**config.mk**
```make
export PLATFORM = sky130hd
export DESIGN_NAME = fpga_cfg_loader
export DESIGN_NICKNAME = d
export VERILOG_FILES = /design/src/rtl/fpga_cfg_pkg.sv /design/src/rtl/fpga_cfg_loader_dclk.sv /design/src/rtl/fpga_cfg_loader.sv
export SDC_FILE = /design/constraint.sdc
export NUM_CORES = 1
export LEC_CHECK = 0
export ABC_CLOCK_PERIOD_IN_PS = 5700
export BUFFER_PORTS_ARGS = -buffer_cell sky130_fd_sc_hd__buf_2
export CAP_MARGIN = 5
export CORE_UTILIZATION = 53
export CTS_CLUSTER_SIZE = 10
export DETAILED_ROUTE_END_ITERATION = 8
export PLACE_DENSITY = 0.76
export SETUP_SLACK_MARGIN = 0.1
export SYNTH_ARGS = -nofsm -noshare
export SYNTH_HDL_FRONTEND = slang
export SYNTH_HIERARCHICAL = 1
export SYNTH_SLANG_ARGS = --single-unit
export TNS_END_PERCENT = 30
```
**constraint.sdc**
```tcl
create_clock -name clock -period 5.7 [get_ports clock]
set_input_delay 0.855 -clock clock [delete_from_list [all_inputs] [get_ports clock]]
set_output_delay 0.855 -clock clock [all_outputs]
set_load 0.05 [all_outputs]
```
**src/rtl/fpga_cfg_pkg.sv**
```systemverilog
// fpga_cfg_pkg: shared types and helpers for the configuration loader.
// Holds the FSM state enum, error-code enum and elaboration helpers.
package fpga_cfg_pkg;

   typedef enum logic [2:0] {
      S_IDLE,
      S_NCFG_LOW,
      S_WAIT_STATUS,
      S_SHIFT,
      S_FLUSH,
      S_DONE,
      S_ERROR
   } state_e;

   typedef enum logic [2:0] {
      ERR_NONE          = 3'd0,
      ERR_NO_STATUS_LOW = 3'd1,
      ERR_STATUS_TO     = 3'd2,
      ERR_NSTATUS       = 3'd3,
      ERR_ABORT         = 3'd4
   } err_e;

   function automatic bit width_ok(int dw, int bw);
      return (bw > 0) && (dw % bw == 0);
   endfunction

   function automatic int max2(int a, int b);
      return (a > b) ? a : b;
   endfunction

   function automatic logic is_busy(state_e s);
      return (s == S_NCFG_LOW) || (s == S_WAIT_STATUS) ||
             (s == S_SHIFT) || (s == S_FLUSH);
   endfunction

endpackage

```
**src/rtl/fpga_cfg_loader_dclk.sv**
```systemverilog
// cfg_dclk_gen: DCLK divider, DIV clock cycles per half-period.
// Ports: en_i/clr_i in; dclk_o registered; rise_o/fall_o flag the next edge.
module cfg_dclk_gen #(
   parameter int DIV = 5
) (
   input  logic clock,
   input  logic reset,
   input  logic en_i,
   input  logic clr_i,
   output logic dclk_o,
   output logic rise_o,
   output logic fall_o
);

   localparam int CW = (DIV > 1) ? $clog2(DIV) : 1;
   localparam logic [CW-1:0] LAST = CW'(DIV - 1);

   logic [CW-1:0] cnt_q, cnt_d;
   logic          dclk_q, dclk_d;
   logic          at_end;

   assign at_end = (cnt_q == LAST);
   assign dclk_o = dclk_q;
   // Strobes mark the edge on which dclk will toggle, so the
   // caller can update data on that same edge.
   assign rise_o = at_end && !dclk_q && en_i;
   assign fall_o = at_end && dclk_q;

   always_comb begin
      cnt_d  = cnt_q;
      dclk_d = dclk_q;
      if (clr_i || (!dclk_q && !en_i)) begin
         // Idle low; a high phase always runs to its boundary.
         cnt_d  = '0;
         dclk_d = 1'b0;
      end else if (at_end) begin
         cnt_d  = '0;
         dclk_d = !dclk_q;
      end else begin
         cnt_d = cnt_q + 1'b1;
      end
   end

   always_ff @(posedge clock or posedge reset) begin
      if (reset) begin
         cnt_q  <= '0;
         dclk_q <= 1'b0;
      end else begin
         cnt_q  <= cnt_d;
         dclk_q <= dclk_d;
      end
   end

endmodule

```
**src/rtl/fpga_cfg_loader.sv**
```systemverilog
// fpga_cfg_loader: nCONFIG/nSTATUS handshake, then PS/FPP bitstream streaming.
// Ports: target pins, word source (word/valid/ready), start/abort, status.
module fpga_cfg_loader
   import fpga_cfg_pkg::*;
#(
   parameter int         DW        = 64,
   parameter int         BUS_W     = 1,
   parameter int         DIV       = 5,
   parameter logic [3:0] MSEL      = 4'b0000,
   parameter int         NCFG_LOW  = 100,
   parameter int         STATUS_TO = 100000,
   parameter int         FLUSH_CLK = 8
) (
   input  logic             clock,
   input  logic             reset,
   output logic             n_config,
   input  logic             n_status,
   input  logic             conf_done,
   output logic             dclk,
   output logic [BUS_W-1:0] data,
   output logic             n_ce,
   output logic [3:0]       msel,
   input  logic [DW-1:0]    word,
   input  logic             word_valid,
   output logic             word_ready,
   input  logic             start,
   input  logic             abort,
   output logic             busy,
   output logic             done,
   output logic             error,
   output logic [2:0]       err_code
);

   localparam int NB = DW / BUS_W;
   localparam int BW = (NB > 1) ? $clog2(NB) : 1;
   localparam int CW = $clog2(max2(STATUS_TO, NCFG_LOW) + 1);
   localparam int FW = (FLUSH_CLK > 0) ? $clog2(FLUSH_CLK + 1) : 1;
   localparam logic [CW-1:0] C_MAX   = CW'(max2(STATUS_TO, NCFG_LOW));
   localparam logic [CW-1:0] NL_LAST = CW'(NCFG_LOW - 1);
   localparam logic [CW-1:0] TO_LAST = CW'(STATUS_TO - 1);
   localparam logic [BW-1:0] B_LAST  = BW'(NB - 1);
   localparam logic [FW-1:0] FL_N    = FW'(FLUSH_CLK);

   if (!width_ok(DW, BUS_W)) begin : g_bad_width
      $error("DW must be a multiple of BUS_W");
   end

   state_e           state_q, state_d;
   err_e             err_q, err_d;
   logic [CW-1:0]    cnt_q, cnt_d;
   logic [DW-1:0]    hold_q, hold_d, sh_q, sh_d, sh_nxt;
   logic             hold_vld_q, hold_vld_d;
   logic             sh_vld_q, sh_vld_d;
   logic [BW-1:0]    beat_q, beat_d;
   logic [FW-1:0]    fl_q, fl_d;
   logic [BUS_W-1:0] data_q, data_d;
   logic             n_config_q, n_ce_q, word_ready_q;
   logic             busy_q, done_q, error_q;
   logic             en, clr, rise, fall, dclk_w;

   cfg_dclk_gen #(.DIV(DIV)) u_dclk (
      .clock  (clock),
      .reset  (reset),
      .en_i   (en),
      .clr_i  (clr),
      .dclk_o (dclk_w),
      .rise_o (rise),
      .fall_o (fall)
   );

   assign en = ((state_q == S_SHIFT) && sh_vld_q) ||
               (state_q == S_FLUSH);
   assign clr = (state_d == S_DONE) || (state_d == S_ERROR);
   assign sh_nxt = sh_q >> BUS_W;

   assign n_config   = n_config_q;
   assign dclk       = dclk_w;
   assign data       = data_q;
   assign n_ce       = n_ce_q;
   assign msel       = MSEL;
   assign word_ready = word_ready_q;
   assign busy       = busy_q;
   assign done       = done_q;
   assign error      = error_q;
   assign err_code   = err_q;

   always_comb begin
      state_d    = state_q;
      err_d      = err_q;
      cnt_d      = (cnt_q == C_MAX) ? cnt_q : cnt_q + 1'b1;
      hold_d     = hold_q;
      hold_vld_d = hold_vld_q;
      sh_d       = sh_q;
      sh_vld_d   = sh_vld_q;
      beat_d     = beat_q;
      fl_d       = fl_q;
      data_d     = data_q;
      unique case (state_q)
         S_IDLE, S_DONE, S_ERROR: begin
            if (start) begin
               state_d = S_NCFG_LOW;
               err_d   = ERR_NONE;
               cnt_d   = '0;
            end
         end
         S_NCFG_LOW: begin
            if (cnt_q == NL_LAST) begin
               cnt_d = '0;
               if (n_status) begin
                  state_d = S_ERROR;
                  err_d   = ERR_NO_STATUS_LOW;
               end else begin
                  state_d = S_WAIT_STATUS;
               end
            end
         end
         S_WAIT_STATUS: begin
            if (n_status) begin
               state_d = S_SHIFT;
            end else if (cnt_q == TO_LAST) begin
               state_d = S_ERROR;
               err_d   = ERR_STATUS_TO;
            end
         end
         S_SHIFT: begin
            if (!n_status) begin
               state_d = S_ERROR;
               err_d   = ERR_NSTATUS;
            end else if (conf_done) begin
               state_d    = S_FLUSH;
               hold_vld_d = 1'b0;
               sh_vld_d   = 1'b0;
               fl_d       = '0;
               if (!dclk_w) data_d = '0;
            end else begin
               if (word_ready_q && word_valid) begin
                  hold_d     = word;
                  hold_vld_d = 1'b1;
               end
               // Reload on the last fall when a word is waiting,
               // so consecutive words stream without a gap.
               if ((!sh_vld_q || (fall && beat_q == B_LAST)) &&
                   hold_vld_q) begin
                  sh_d       = hold_q;
                  data_d     = hold_q[BUS_W-1:0];
                  beat_d     = '0;
                  sh_vld_d   = 1'b1;
                  hold_vld_d = 1'b0;
               end else if (sh_vld_q && fall) begin
                  if (beat_q == B_LAST) begin
                     sh_vld_d = 1'b0;
                  end else begin
                     sh_d   = sh_nxt;
                     data_d = sh_nxt[BUS_W-1:0];
                     beat_d = beat_q + 1'b1;
                  end
               end
            end
         end
         S_FLUSH: begin
            if (!n_status) begin
               state_d = S_ERROR;
               err_d   = ERR_NSTATUS;
            end else begin
               if (!dclk_w || fall) data_d = '0;
               if (rise && fl_q != FL_N) fl_d = fl_q + 1'b1;
               if (fl_q == FL_N && (fall || !dclk_w)) state_d = S_DONE;
            end
         end
         default: state_d = S_IDLE;
      endcase
      if (abort && busy_q) begin
         state_d = S_ERROR;
         err_d   = ERR_ABORT;
      end
      if ((state_d == S_DONE) || (state_d == S_ERROR)) begin
         hold_vld_d = 1'b0;
         sh_vld_d   = 1'b0;
         data_d     = '0;
      end
   end

   always_ff @(posedge clock or posedge reset) begin
      if (reset) begin
         state_q      <= S_IDLE;
         err_q        <= ERR_NONE;
         cnt_q        <= '0;
         hold_q       <= '0;
         hold_vld_q   <= 1'b0;
         sh_q         <= '0;
         sh_vld_q     <= 1'b0;
         beat_q       <= '0;
         fl_q         <= '0;
         data_q       <= '0;
         n_config_q   <= 1'b1;
         n_ce_q       <= 1'b1;
         word_ready_q <= 1'b0;
         busy_q       <= 1'b0;
         done_q       <= 1'b0;
         error_q      <= 1'b0;
      end else begin
         state_q      <= state_d;
         err_q        <= err_d;
         cnt_q        <= cnt_d;
         hold_q       <= hold_d;
         hold_vld_q   <= hold_vld_d;
         sh_q         <= sh_d;
         sh_vld_q     <= sh_vld_d;
         beat_q       <= beat_d;
         fl_q         <= fl_d;
         data_q       <= data_d;
         n_config_q   <= (state_d != S_NCFG_LOW);
         n_ce_q       <= (state_d == S_IDLE);
         word_ready_q <= (state_d == S_SHIFT) && !hold_vld_d;
         busy_q       <= is_busy(state_d);
         done_q       <= (state_d == S_DONE);
         error_q      <= (state_d == S_ERROR);
      end
   end

endmodule

```
* After elaboration in Yosys (flattened, before gate mapping)
Index checks and enable logic that the tools add are counted.
** Storage, ports and cells
- Input bits :: 71
- Flip-flop bits (word level) :: 174
- Output and inout port bits :: 15
** Cells by class
- Muxes and demuxes :: 61
- Reduce and logical (&&, ||, !) cells :: 44
- Add/sub/neg operators :: 4
- Bitwise logic cells :: 1
- Equal/unequal tests :: 37
** Operators with widths (count)
- $mux W64 :: 3
- $mux W3 :: 19
- $mux W17 :: 3
- $eq A17 B17 Y1 const B :: 2
- $pmux W17 S2 :: 1
- $mux W1 :: 24
- $eq A3 B3 Y1 const B :: 7
- $mux W6 :: 3
- $add A17 B1 Y17 const B :: 1
- $eq A17 B7 Y1 const B :: 1
- $mux W4 :: 4
- $ne A3 B3 Y1 const B :: 5
- $pmux W3 S5 :: 1
- $reduce_and A7 Y1 :: 2
- $logic_and A1 B1 Y1 :: 13
- $eq A3 B2 Y1 const B :: 4
- $pmux W3 S4 :: 1
- $reduce_and A5 Y1 :: 2
- $reduce_bool A2 Y1 :: 5
- $ne A3 B2 Y1 const B :: 3
- $logic_or A1 B1 Y1 :: 8
- $pmux W4 S2 :: 1
- $reduce_and A4 Y1 :: 2
- $reduce_bool A4 Y1 :: 2
- other kinds (21) :: 30

* Logic depth before layout (Yosys ltp)
Gate-level depths: netlist of run 1.
- Word-level depth :: 13
- Depth in mapped cells :: 11
- Gate-level depth less buffers :: 10

* By module
Netlist of run 1, hierarchy kept.
** Modules (own cells, without submodules)
- fpga_cfg_loader :: area each 7718.7 um^2, times used 1, cells an instance 745
- cfg_dclk_gen :: area each 216.5 um^2, times used 1, cells an instance 21

* Worst setup path after synthesis of run 1
No wires, ideal clock.
- Path kind :: input port to flip-flop
- Start point :: input port n_status
- End point :: register u_dclk.cnt_q[0]
- Arrival :: 2460 ps
- Setup time :: 94 ps
- Data required time :: 5606 ps
- Setup slack :: 3146 ps
- Path buffers :: 1
- Stages on the path :: 8
- Cell sequence :: buf_2 -> nor2b_4 -> a311oi_1 -> o32ai_1 -> or3_4 -> and2_1 -> o21bai_1 -> a211oi_1
** On the way
- Word-level cells in the longest chain between the ends :: 8
- Elaborated cells on any way between the ends :: 12
- Those cells by class :: eq/ne: 2; mux: 8; reduce/logical: 2
** Ends and longest elaborated chain
- from (decl) :: RTL line fpga_cfg_loader.sv:17 : input logic n_status,
- $mux W3 :: RTL line fpga_cfg_loader.sv:109 : if (n_status) begin
- $mux W3 :: RTL line fpga_cfg_loader.sv:107 : if (cnt_q == NL_LAST) begin
- $pmux W3 S5 (*) :: RTL line fpga_cfg_loader.sv:98 : unique case (state_q)
- $mux W3 (*) :: RTL line fpga_cfg_loader.sv:172 : if (abort && busy_q) begin
- $eq A3 B3 Y1 :: RTL line fpga_cfg_loader.sv:73 : assign clr = (state_d == S_DONE) || (state_d == S_ERROR);
- $logic_or A1 B1 Y1 (*) :: RTL line fpga_cfg_loader.sv:73
- named net clr :: RTL line fpga_cfg_loader.sv:59 : logic en, clr, rise, fall, dclk_w;
- $logic_or A1 B1 Y1 (*) :: RTL line fpga_cfg_loader_dclk.sv:32 : if (clr_i || (!dclk_q && !en_i)) begin
- $mux W3 (*) :: RTL line fpga_cfg_loader_dclk.sv:32
- named net u_dclk.cnt_d[0] :: RTL line fpga_cfg_loader_dclk.sv:18 : logic [CW-1:0] cnt_q, cnt_d;
- to (signal assigned) :: RTL line fpga_cfg_loader_dclk.sv:49 : cnt_q <= cnt_d;
- to (decl) :: RTL line fpga_cfg_loader_dclk.sv:18
Mark *: on every way through the listed nets, which the timed path passes. The rest lies on a longest branch.
A chain may end at the register's enable or synchronous reset.

* Final worst setup path of run 1
- Start point :: register state_q[0]
- End point :: register hold_q[62]
** On the way
- Word-level cells in the longest chain between the ends :: 2
** Ends and longest elaborated chain
- from (decl) :: RTL line fpga_cfg_loader.sv:48 : state_e state_q, state_d;
- from (signal assigned) :: RTL line fpga_cfg_loader.sv:202 : state_q <= state_d;
- $eq A3 B2 Y1 :: RTL line fpga_cfg_loader.sv:98
- $reduce_and A4 Y1 (no source line)
- to (signal assigned) :: RTL line fpga_cfg_loader.sv:205 : hold_q <= hold_d;
- to (decl) :: RTL line fpga_cfg_loader.sv:51 : logic [DW-1:0] hold_q, hold_d, sh_q, sh_d, sh_nxt;
No other way between the ends.

==> results of run 1 <==
[cell families (layout without fill, tap and decap cells)]
group                      count (synthesis)  after routing
AOI/OAI and AO/OA                        121            121
xor gates and xnor gates                  20             20
adders and majority gates                  8              8
buffers and inverters                     69            142
DFF                                      173            173
muxes                                     67             67
other                                      1              7
and+or+nand+nor                          307            307
[state kept, by name, indices dropped and copies added (netlist names), 3 cells and up]
| register | flops |
|---|---|
| sh_q | 63 |
| beat_q | 6 |
| err_code | 3 |
| u_dclk/cnt_q | 3 |
| cnt_q | 17 |
| hold_q | 64 |
| fl_q | 4 |
| state_q | 3 |
[metal layers]
metal  up-vias  share of wire  routed length [um]
li1       2782              -                   -
met3        16          0.042                 648
met2       131           0.47                7186
met5         -              0                   0
met4         0          0.017                 258
met1      2791           0.48                7333
[critical path, delay by kind of cell (launching register included)]
kind | cells | cell delay, ps
multiplexers | 1 | 370
flip-flops | 1 | 760
AND/OR/NAND/NOR | 3 | 940
buffers and inverters | 2 | 630
[power by group through the flow]
stage,clock [uW],sequential [uW],combinational [uW]
5_1_grt,1290,1620,806
3_3_place_gp,0,1600,705
6_report,1220,1590,723
4_1_cts,1250,1590,727
3_5_place_dp,0,1610,722
2_1_floorplan,0,1610,558
[stage by stage]
step	worst slack (ps)	hold WS, ps
floorplan	273.2	432.9
global placement	2715	453.7
detailed placement	2680	454.2
CTS	2884	336.1
global route	2675	351.5
finish	2874	345.9
[synth_stat cells, drive strengths merged, types with 3 or more instances]
| master | count |
|---|---|
| nand3b | 3 |
| or3b | 3 |
| and3 | 8 |
| and2 | 3 |
| nor4 | 6 |
| ha | 7 |
| o22ai | 12 |
| and4 | 3 |
| dfrtp | 171 |
| clkbuf | 12 |
| nand2 | 124 |
| a21oi | 20 |
| buf | 35 |
| nand2b | 7 |
| inv | 22 |
| nor3 | 9 |
| nand3 | 19 |
| mux2 | 66 |
| xor2 | 6 |
| o21ai | 14 |
| xnor2 | 14 |
| a31oi | 53 |
| nor2 | 99 |
| nor4b | 5 |
| nand4 | 4 |
[final cells by class]
| class | instances | area, sq um |
|---|---|---|
| repair buffers | 89 | 465.4 |
| diodes | 3 | 7.507 |
| inverters | 22 | 87.58 |
| fillers | 1169 | 5565 |
| well taps | 184 | 230.2 |
| multi-input cells | 527 | 3274 |
| clock inverters | 13 | 187.7 |
| flip-flops and latches | 173 | 4332 |
| clock buffers | 18 | 439.2 |
[worst max path at each step]
| stage | start | end |
|---|---|---|
| 2_1_floorplan | reset | beat_q[0] |
| 3_3_place_gp | n_status | hold_q[62] |
| 3_5_place_dp | n_status | hold_q[43] |
| 4_1_cts | state_q[0] | hold_q[47] |
| 5_1_grt | state_q[0] | hold_q[6] |
| 6_report | state_q[0] | hold_q[62] |
==> summary.txt, run 1 <==
Power
  – Total power: 3535 uW
  – Pwr dens: 391.7 mW/mm^2
  – Leak: 0.004234 uW
  – Switch share: 0.3061
  – Worst vdd ir: 0.2575 mV
  – Power share of the clock group: 0.346
  – P_sw: 1082 uW
  – Combinational share of power: 0.205
  – Internal power: 2453 uW
  – Register share of total power: 0.449

Timing
  – Fin crit period: 2826 ps
  – Fin crit share: 0.4957
  – F_max: 353.9 MHz
  – Setup_tns: 0 ps
  – RSZ-0062 raised after global routing: no
  – Final Hold Vio Count: 0
  – Slew Limit Fails: 0
  – Final Setup Violations: 0
  – Relative slew margins: 0.3050
  – Clock Skews: 10.81 ps
  – Slew @ Worst Pin: 1043 ps

Clocking
  – TritonCTS Buffers: 17
  – Total setup buffers inserted after CTS: 0
  – Cts hold-fix bufs: 0
  – Clock slew seen by the registers of the worst setup and hold paths: 60 ps
  – CTS tree: yes
  – Post-cts gate resize count: 0
  – Num Clock Sinks: 173
  – Root Driver: clkbuf_16
  – CTS max path bufs: 2
  – H-tree depth: 4
  – Worst-Skew Late Latency: 420 ps

Floorplanning
  – Die X: 124.4 um
  – Core Area: 0.01459 sq mm
  – # IOs: 86
  – Die height: 124.4 um
  – Initial core utilization: 0.5439
  – FP Rows: 44
  – Die area: 0.01547 sq mm

Detailed routing
  – DRC: 0
  – Antenna-violating nets left: 0
  – Initial DRC Count: 394
  – DR vias/cell: 5.559
  – Pre-Repair DR Iteration Count: 5
  – Wirelength per Cell: 14.99 um
  – Post-Route WL: 15.43 mm
  – Routed vias: 5720

Critical path
  – Data required time of the worst path: 6010 ps
  – Class of the most critical setup path: register to register
  – Setup crit start kind: register
  – Critical R2R Capture: hold_q[62]
  – Most frequent cell on the critical path: buf_4
  – Crit path max-delay cell type: dfrtp_1
  – Critical Path AT: 3130 ps
  – Worst path cell trace: nand3b_1, nor3_1, buf_4, and3_2, buf_4, mux2_2
  – Critical Path Fanout Max: 25
  – Worst reg2reg startpoint: state_q[0]
  – Critical Path Sink Type: register
  – Largest stage delay, worst path: 760 ps
  – R2R depth: 6
  – R2r setup slk: 2870 ps

Synthesis
  – Yosys warning count: 6
  – Post-synthesis simple-gate area fraction: 0.1793
  – Seq cells post-synth: 173
  – Count of unique library cells instantiated by Yosys: 72
  – Post-Syn Area per Cell: 10.36 sq um
  – Synth area leaders: dfrtp_1 (54%), mux2_1 (8.5%), nand2_1 (5.8%)
  – Post-synth EDFFs: 0
  – Post-Syn Area: 0.007935 sq mm
  – Synth Area in XOR/XNOR: 0.02208
  – Synth Area in Adders: 0.01230
  – Post-synth top area cell: dfrtp_1
  – Syn Inst Count: 766
  – Multiplexer area fraction after synthesis: 0.09492
  – Asr flop ratio synth: 1.000
  – Largest family of logic cells by synthesized area: simple AND/OR/NAND/NOR gates
  – Sequential share of the synthesized area: 0.5459
  – Synth Area in Compound Gates: 0.1008
  – Top FF cell, synth: dfrtp_1
  – Synth top area share: 0.5393

Final layout
  – Share of cells above drive strength 1: 0.1781
  – Commonest non-fill, non-tap cell in the layout: dfrtp_1
  – Area grow syn2layout: 13.72%
  – Post-route design area: 0.009024 sq mm
  – Post-route non-filler standard cell count: 1029
  – Commonest non-fill, non-tap cells in the layout: dfrtp_1 (171), nand2_1 (122), nor2_1 (97), buf_2 (81), mux2_1 (60)
  – Final Util: 0.6185
  – NumNets Final: 908

Placed design
  – Port Buffers: 81
  – Inst Count DP: 995
  – Post-DP HPWL: 9.867 mm
  – Placed Area: 0.008389 sq mm
  – GPL Wtd Cong: 0.8710

Hold path
  – HP Class: input pin to async pin

GRT
  – Met2 usage: 0.3191
  – Met3 usage: 0.04467
  – Gr usage total: 0.2096
  – Met1 Use GR: 0.2889
  – First-pass GRT wire length: 26.06 mm
  – Initial antenna violation count: 4
  – Largest net degree at the start of global routing: 118
  – Gr ovfl total: 0
  – Vias in the first global route: 5368
  – Busiest grt layer: met2

Status
  – Outcome: finished clean

Job
  – Max-cap viol count: 0
Note: power is estimated with default switching activity, not from simulation.
==> run 2: changes to the inputs <==
--- a/config.mk
+++ b/config.mk
@@ -5,13 +5,13 @@
 export SDC_FILE = /design/constraint.sdc
 export NUM_CORES = 1
 export LEC_CHECK = 0
-export ABC_CLOCK_PERIOD_IN_PS = 5700
+export ABC_CLOCK_PERIOD_IN_PS = 2600
 export BUFFER_PORTS_ARGS = -buffer_cell sky130_fd_sc_hd__buf_2
 export CAP_MARGIN = 5
-export CORE_UTILIZATION = 53
+export CORE_UTILIZATION = 59
 export CTS_CLUSTER_SIZE = 10
 export DETAILED_ROUTE_END_ITERATION = 8
-export PLACE_DENSITY = 0.76
+export PLACE_DENSITY = 0.8
 export SETUP_SLACK_MARGIN = 0.1
 export SYNTH_ARGS = -nofsm -noshare
 export SYNTH_HDL_FRONTEND = slang
==> constraint.sdc (replaced) <==
create_clock -name clock -period 2.6 [get_ports clock]
set_input_delay 0.39 -clock clock [delete_from_list [all_inputs] [get_ports clock]]
set_output_delay 0.39 -clock clock [all_outputs]
set_load 0.05 [all_outputs]
==> summary.txt, run 2 (synthesized netlist as in run 1, its figures left out) <==
Timing
  – Setup_tns: 0 ps
  – RSZ-0062 raised after global routing: yes
  – Hold Worst Slack: 170.7 ps
  – Fin crit share: 0.9310
  – Clock Skews: 11.03 ps
  – F_max: 413.1 MHz
  – Fin crit period: 2421 ps
  – Relative slew margins: 0.6186
  – Slew @ Worst Pin: 570.9 ps
  – Final Setup Violations: 0
  – Final Hold Vio Count: 0
  – Slew Limit Fails: 0

Final layout
  – Top reg by flops: hold_q
  – Post-route design area: 0.009124 sq mm
  – Final Util: 0.6917
  – Sequential cell area: 0.004333 sq mm
  – Antenna cells: 0
  – Max reg flops: 64
  – Commonest non-fill, non-tap cells in the layout: dfrtp_1 (170), nand2_1 (122), nor2_1 (96), buf_2 (81), mux2_1 (60)
  – Share of cells above drive strength 1: 0.1866
  – Commonest non-fill, non-tap cell in the layout: dfrtp_1
  – Fillers: 962
  – NumNets Final: 917
  – Area grow syn2layout: 14.98%
  – Area occupied by multi-input gates: 0.003277 sq mm
  – Largest regs: hold_q x64, sh_q x63, cnt_q x17

Status
  – Outcome: finished clean

Clocking
  – Total setup buffers inserted after CTS: 0
  – Root Driver: clkbuf_16
  – Worst-Skew Late Latency: 440 ps
  – Num Clock Sinks: 173
  – CTS max path bufs: 2
  – TritonCTS Buffers: 17
  – H-tree depth: 4
  – CTS tree: yes
  – Clock slew seen by the registers of the worst setup and hold paths: 60 ps

Floorplanning
  – Core Area: 0.01319 sq mm
  – Die height: 118.0 um
  – Initial core utilization: 0.6016
  – Die area: 0.01392 sq mm
  – Die X: 118.0 um
  – FP Rows: 42
  – # IOs: 86

GRT
  – Met1 Use GR: 0.3245
  – Met3 usage: 0.06056
  – Gr usage total: 0.2499
  – Largest net degree at the start of global routing: 94
  – Gr ovfl total: 0
  – First-pass GRT wire length: 27.57 mm
  – Busiest grt layer: met2
  – Vias in the first global route: 5790
  – Initial antenna violation count: 0
  – Met2 usage: 0.4074

Detailed routing
  – Initial DRC Count: 439
  – Routed vias: 5937
  – Post-Route WL: 16.27 mm
  – Pre-Repair DR Iteration Count: 5
  – Antenna-violating nets left: 0
  – DRC: 0
  – DR vias/cell: 5.775
  – Wirelength per Cell: 15.83 um

Critical path
  – Setup crit start kind: register
  – Data required time of the worst path: 2940 ps
  – CP top delay family: simple AND/OR/NAND/NOR gates
  – Critical R2R Capture: u_dclk/cnt_q[0]
  – Critical Path Fanout Max: 5
  – WP buf/inv: 1
  – Crit path max-delay cell type: or3_4
  – Stages on the worst setup path: 10
  – Worst path cell trace: inv_1, ha_1, and3_1, nor2b_1, o31a_1, o32ai_1, or3_4, and2_1, o21bai_1, a211oi_1
  – Largest stage delay, worst path: 420 ps
  – R2r setup slk: 180 ps
  – R2R depth: 10
  – Critical Path AT: 2760 ps
  – Critical Path Sink Type: register
  – Worst reg2reg startpoint: u_dclk/cnt_q[0]
  – Class of the most critical setup path: register to register
  – Worst setup path end: u_dclk/cnt_q[0]
  – Critical Path Source: u_dclk/cnt_q[0]

Power
  – Worst vdd ir: 0.5240 mV
  – Pwr dens: 864.6 mW/mm^2
  – Leak: 0.004289 uW

Hold path
  – HP Class: input pin to register

Placed design
  – GPL Wtd Cong: 0.8598
  – Post-DP HPWL: 10.88 mm
  – Port Buffers: 81
  – Placed Area: 0.008476 sq mm

Job
  – Max-cap viol count: 0
## run 2: layout make-up
type                            count  area share
Clock buffer                       22     0.05197
Clock inverter                     10     0.01755
Inverter                           22    0.009462
Multi-Input combinational cell    527      0.3592
Sequential cell                   173      0.4749
Tap cell                          176     0.02414
Timing Repair Buffer               98     0.06281
## run 2: worst min-delay path by stage
stage,start,to,slack [ps],cells after the start
2_1_floorplan,reset,u_dclk/cnt_q[0],160,1
3_3_place_gp,reset,u_dclk/dclk_o,310,2
3_5_place_dp,reset,u_dclk/dclk_o,320,2
4_1_cts,word[8],hold_q[8],160,2
5_1_grt,word[38],hold_q[38],170,2
6_report,word[16],hold_q[16],170,2
## run 2: routing by layer
metal / part of all wire / routed length (um)
met1: 0.44 / 7120
met2: 0.50 / 8100
met5: 0 / 0
met3: 0.044 / 723
met4: 0.020 / 330
## run 2: repair_timing
item,in CTS,in global routing
setup endpoints to repair,0,69
endpoints found under the hold margin,4,0
hold buffers,1,0
gates resized for setup,0,2
## run 2: through the flow
stage          cells  power, uW  worst slack (ps)
3_5_place_dp     995       5203             170.4
6_report        1028       7889             179.3
4_1_cts         1028       7927             124.5
2_1_floorplan    769       4760             56.91
5_1_grt         1028       8265             22.60
3_3_place_gp     995       5108             264.5
## run 2: report_power, final
part	internal [uW]	switching, uW	leakage (uW)	total, uW
Combinational	678	1040	0.00160	1720
Clock	1680	1030	0.000310	2710
Sequential	3120	335	0.00238	3460
Total	5490	2400	0.00429	7890
## run 2: worst reg2reg max path, delay by kind of cell (launching register included)
kind / cells / cell delay, ps
AND/OR/NAND/NOR: 4 / 1010
buffers and inverters: 1 / 60
flip-flops: 1 / 370
adder cells (fa/ha/maj): 1 / 250
AO/OA/AOI/OAI: 4 / 640
==> run 3: changes to the inputs <==
--- a/config.mk
+++ b/config.mk
@@ -15,6 +15,5 @@
 export SETUP_SLACK_MARGIN = 0.1
 export SYNTH_ARGS = -nofsm -noshare
 export SYNTH_HDL_FRONTEND = slang
-export SYNTH_HIERARCHICAL = 1
 export SYNTH_SLANG_ARGS = --single-unit
 export TNS_END_PERCENT = 30
==> summary.txt, run 3 <==
Final layout
  – NumNets Final: 859
  – Commonest non-fill, non-tap cells in the layout: dfrtp_1 (170), nor2_1 (118), buf_2 (81), mux2_2 (59), a21oi_1 (56)
  – Top reg by flops: hold_q
  – Final Util: 0.7053
  – Area grow syn2layout: 15.40%
  – Antenna cells: 0
  – Largest regs: hold_q x64, sh_q x63, cnt_q x17
  – Commonest non-fill, non-tap cell in the layout: dfrtp_1
  – Share of cells above drive strength 1: 0.2610
  – Max reg flops: 64

Synthesis
  – Seq cells post-synth: 173
  – Synth area leaders: dfrtp_1 (55%), mux2_2 (8.5%), nor2_1 (5.7%)
  – Post-Syn Area per Cell: 11.15 sq um
  – Most instantiated cells after synthesis: dfrtp_1 (171), nor2_1 (118), mux2_2 (59), a21oi_1 (56), mux2i_1 (44)
  – Syn Inst Count: 697
  – Yosys warning count: 0
  – Sequential share of the synthesized area: 0.5571
  – Post-Syn Area: 0.007775 sq mm
  – Post-synth EDFFs: 0
  – Most numerous cell in the Yosys netlist: dfrtp_1
  – Count of unique library cells instantiated by Yosys: 60
  – Asr flop ratio synth: 1.000
  – Synth top area share: 0.5504
  – Top FF cell, synth: dfrtp_1
  – Post-synth top area cell: dfrtp_1

Hold path
  – HP Class: input pin to async pin

Clocking
  – CTS max path bufs: 2
  – TritonCTS Buffers: 17
  – Post-cts gate resize count: 0
  – Clock slew seen by the registers of the worst setup and hold paths: 60 ps
  – Total setup buffers inserted after CTS: 0
  – CTS tree: yes
  – Cts hold-fix bufs: 0
  – Num Clock Sinks: 173
  – H-tree depth: 4
  – Worst-Skew Late Latency: 420 ps
  – Root Driver: clkbuf_16

Power
  – Pwr dens: 856.5 mW/mm^2
  – Leak: 0.004634 uW
  – Worst vdd ir: 0.6969 mV

Critical path
  – Critical Path Sink Type: register
  – R2r setup slk: 250 ps
  – R2R depth: 7
  – Largest stage delay, worst path: 450 ps
  – Critical Path Source: cnt_q[0]
  – Stages on the worst setup path: 7
  – Crit path max-delay cell type: or4b_1
  – Setup crit start kind: register
  – Class of the most critical setup path: register to register
  – Worst reg2reg startpoint: cnt_q[0]
  – WP buf/inv: 0
  – Worst path cell trace: ha_1, or4b_1, nor2_1, a31oi_2, and4_1, nor3_4, nor3_1
  – Critical Path Fanout Max: 7
  – Worst setup path end: u_dclk.cnt_q[2]
  – Critical Path AT: 2640 ps
  – Data required time of the worst path: 2880 ps
  – CP top delay family: simple AND/OR/NAND/NOR gates
  – Critical R2R Capture: u_dclk.cnt_q[2]

Detailed routing
  – Routed vias: 5469
  – Initial DRC Count: 334
  – Post-Route WL: 15.40 mm
  – Antenna-violating nets left: 0
  – Pre-Repair DR Iteration Count: 7
  – DRC: 0
  – Wirelength per Cell: 15.96 um
  – DR vias/cell: 5.667

GRT
  – Vias in the first global route: 5553
  – First-pass GRT wire length: 25.96 mm
  – Largest net degree at the start of global routing: 65
  – Gr ovfl total: 0
  – Initial antenna violation count: 1
  – Gr usage total: 0.2487

Placed design
  – Post-Place Worst Slack: 232.1 ps
  – Port Buffers: 81
  – GPL Wtd Cong: 0.9079
  – Post-DP HPWL: 10.46 mm

Floorplanning
  – # IOs: 86
  – Core Area: 0.01272 sq mm
  – Die area: 0.01364 sq mm
  – Die X: 116.8 um
  – Die height: 116.8 um
  – FP Rows: 41
  – Initial core utilization: 0.6111

Timing
  – Fin crit share: 0.9057
  – Final Setup Violations: 0
  – Slew @ Worst Pin: 733.6 ps
  – Hold Worst Slack: 95.85 ps
  – F_max: 424.6 MHz
  – Final WS setup: 245.1 ps
  – RSZ-0062 raised after global routing: no
  – Relative slew margins: 0.5099
  – Slew Limit Fails: 0
  – Fin crit period: 2355 ps
  – Final Hold Vio Count: 0
  – Clock Skews: 11.34 ps
  – Setup_tns: 0 ps

Job
  – Max-cap viol count: 0

Status
  – Outcome: finished clean
## run 3: cell types whose count changed in the layout (fill, tap and decap cells not counted), moves of 6 or more
cell	previous run	this run
nor4_1	6	0
mux2i_1	1	44
nand2_1	122	29
inv_1	21	14
mux2_2	6	59
xor2_1	6	16
nor2_1	96	118
a21oi_1	19	56
o22ai_1	11	22
mux2_1	60	5
a31oi_1	53	0
xnor2_1	14	4
## run 3: per-stage QoR
stage                     area [sq um]  total power [uW]  std cells
after floorplan                   7790              4922        700
after global placement            8438              5335        934
after detailed placement          8438              5443        934
after CTS                         8962              7732        965
after global routing              8972              8115        965
final                             8972              7685        965
## run 3: kinds of logic (layout without fill, tap and decap cells)
kind of cell | count (synthesis) | count (layout) | share of synthesized area
flip-flops | 173 | 173 | 0.5571
AO/OA/AOI/OAI | 114 | 114 | 0.09141
multiplexers | 108 | 108 | 0.1493
other | 1 | 4 | 0.0004823
AND/OR/NAND/NOR | 221 | 221 | 0.1371
XOR/XNOR | 20 | 20 | 0.02253
adder cells (fa/ha/maj) | 8 | 8 | 0.01255
buffers and inverters | 52 | 145 | 0.02945
## run 3: power by group
part / leakage [uW] / internal, uW / total [uW] / switching [uW]
sequential: 0.00237 / 3200 / 3550 / 357
combinational: 0.00200 / 767 / 1860 / 1090
clock: 0.000259 / 1230 / 2270 / 1040
## run 3: routing by layer
layer	global-route usage	routed length, um	share of wire
met1	0.3109	6594	0.43
met2	0.4256	7892	0.51
met3	0.06797	744	0.048
met5	0	10	0.00065
met4	0.07342	162	0.011
## run 3: worst min path at each step
stage	from	end	depth (start not counted)
2_1_floorplan	fl_q[3]	fl_q[3]	1
3_3_place_gp	fl_q[3]	fl_q[3]	1
3_5_place_dp	fl_q[3]	fl_q[3]	1
4_1_cts	reset	sh_q[27]	2
5_1_grt	reset	sh_q[27]	2
6_report	reset	sh_q[27]	2
## run 3: final cells by class
| cell class | count | area [sq um] |
|---|---|---|
| flip-flops and latches | 173 | 4333 |
| fillers | 930 | 3750 |
| multi-input cells | 475 | 3233 |
| repair buffers | 99 | 606.8 |
| clock buffers | 19 | 432.9 |
| well taps | 172 | 215.2 |
| clock inverters | 12 | 91.34 |
| inverters | 15 | 60.06 |
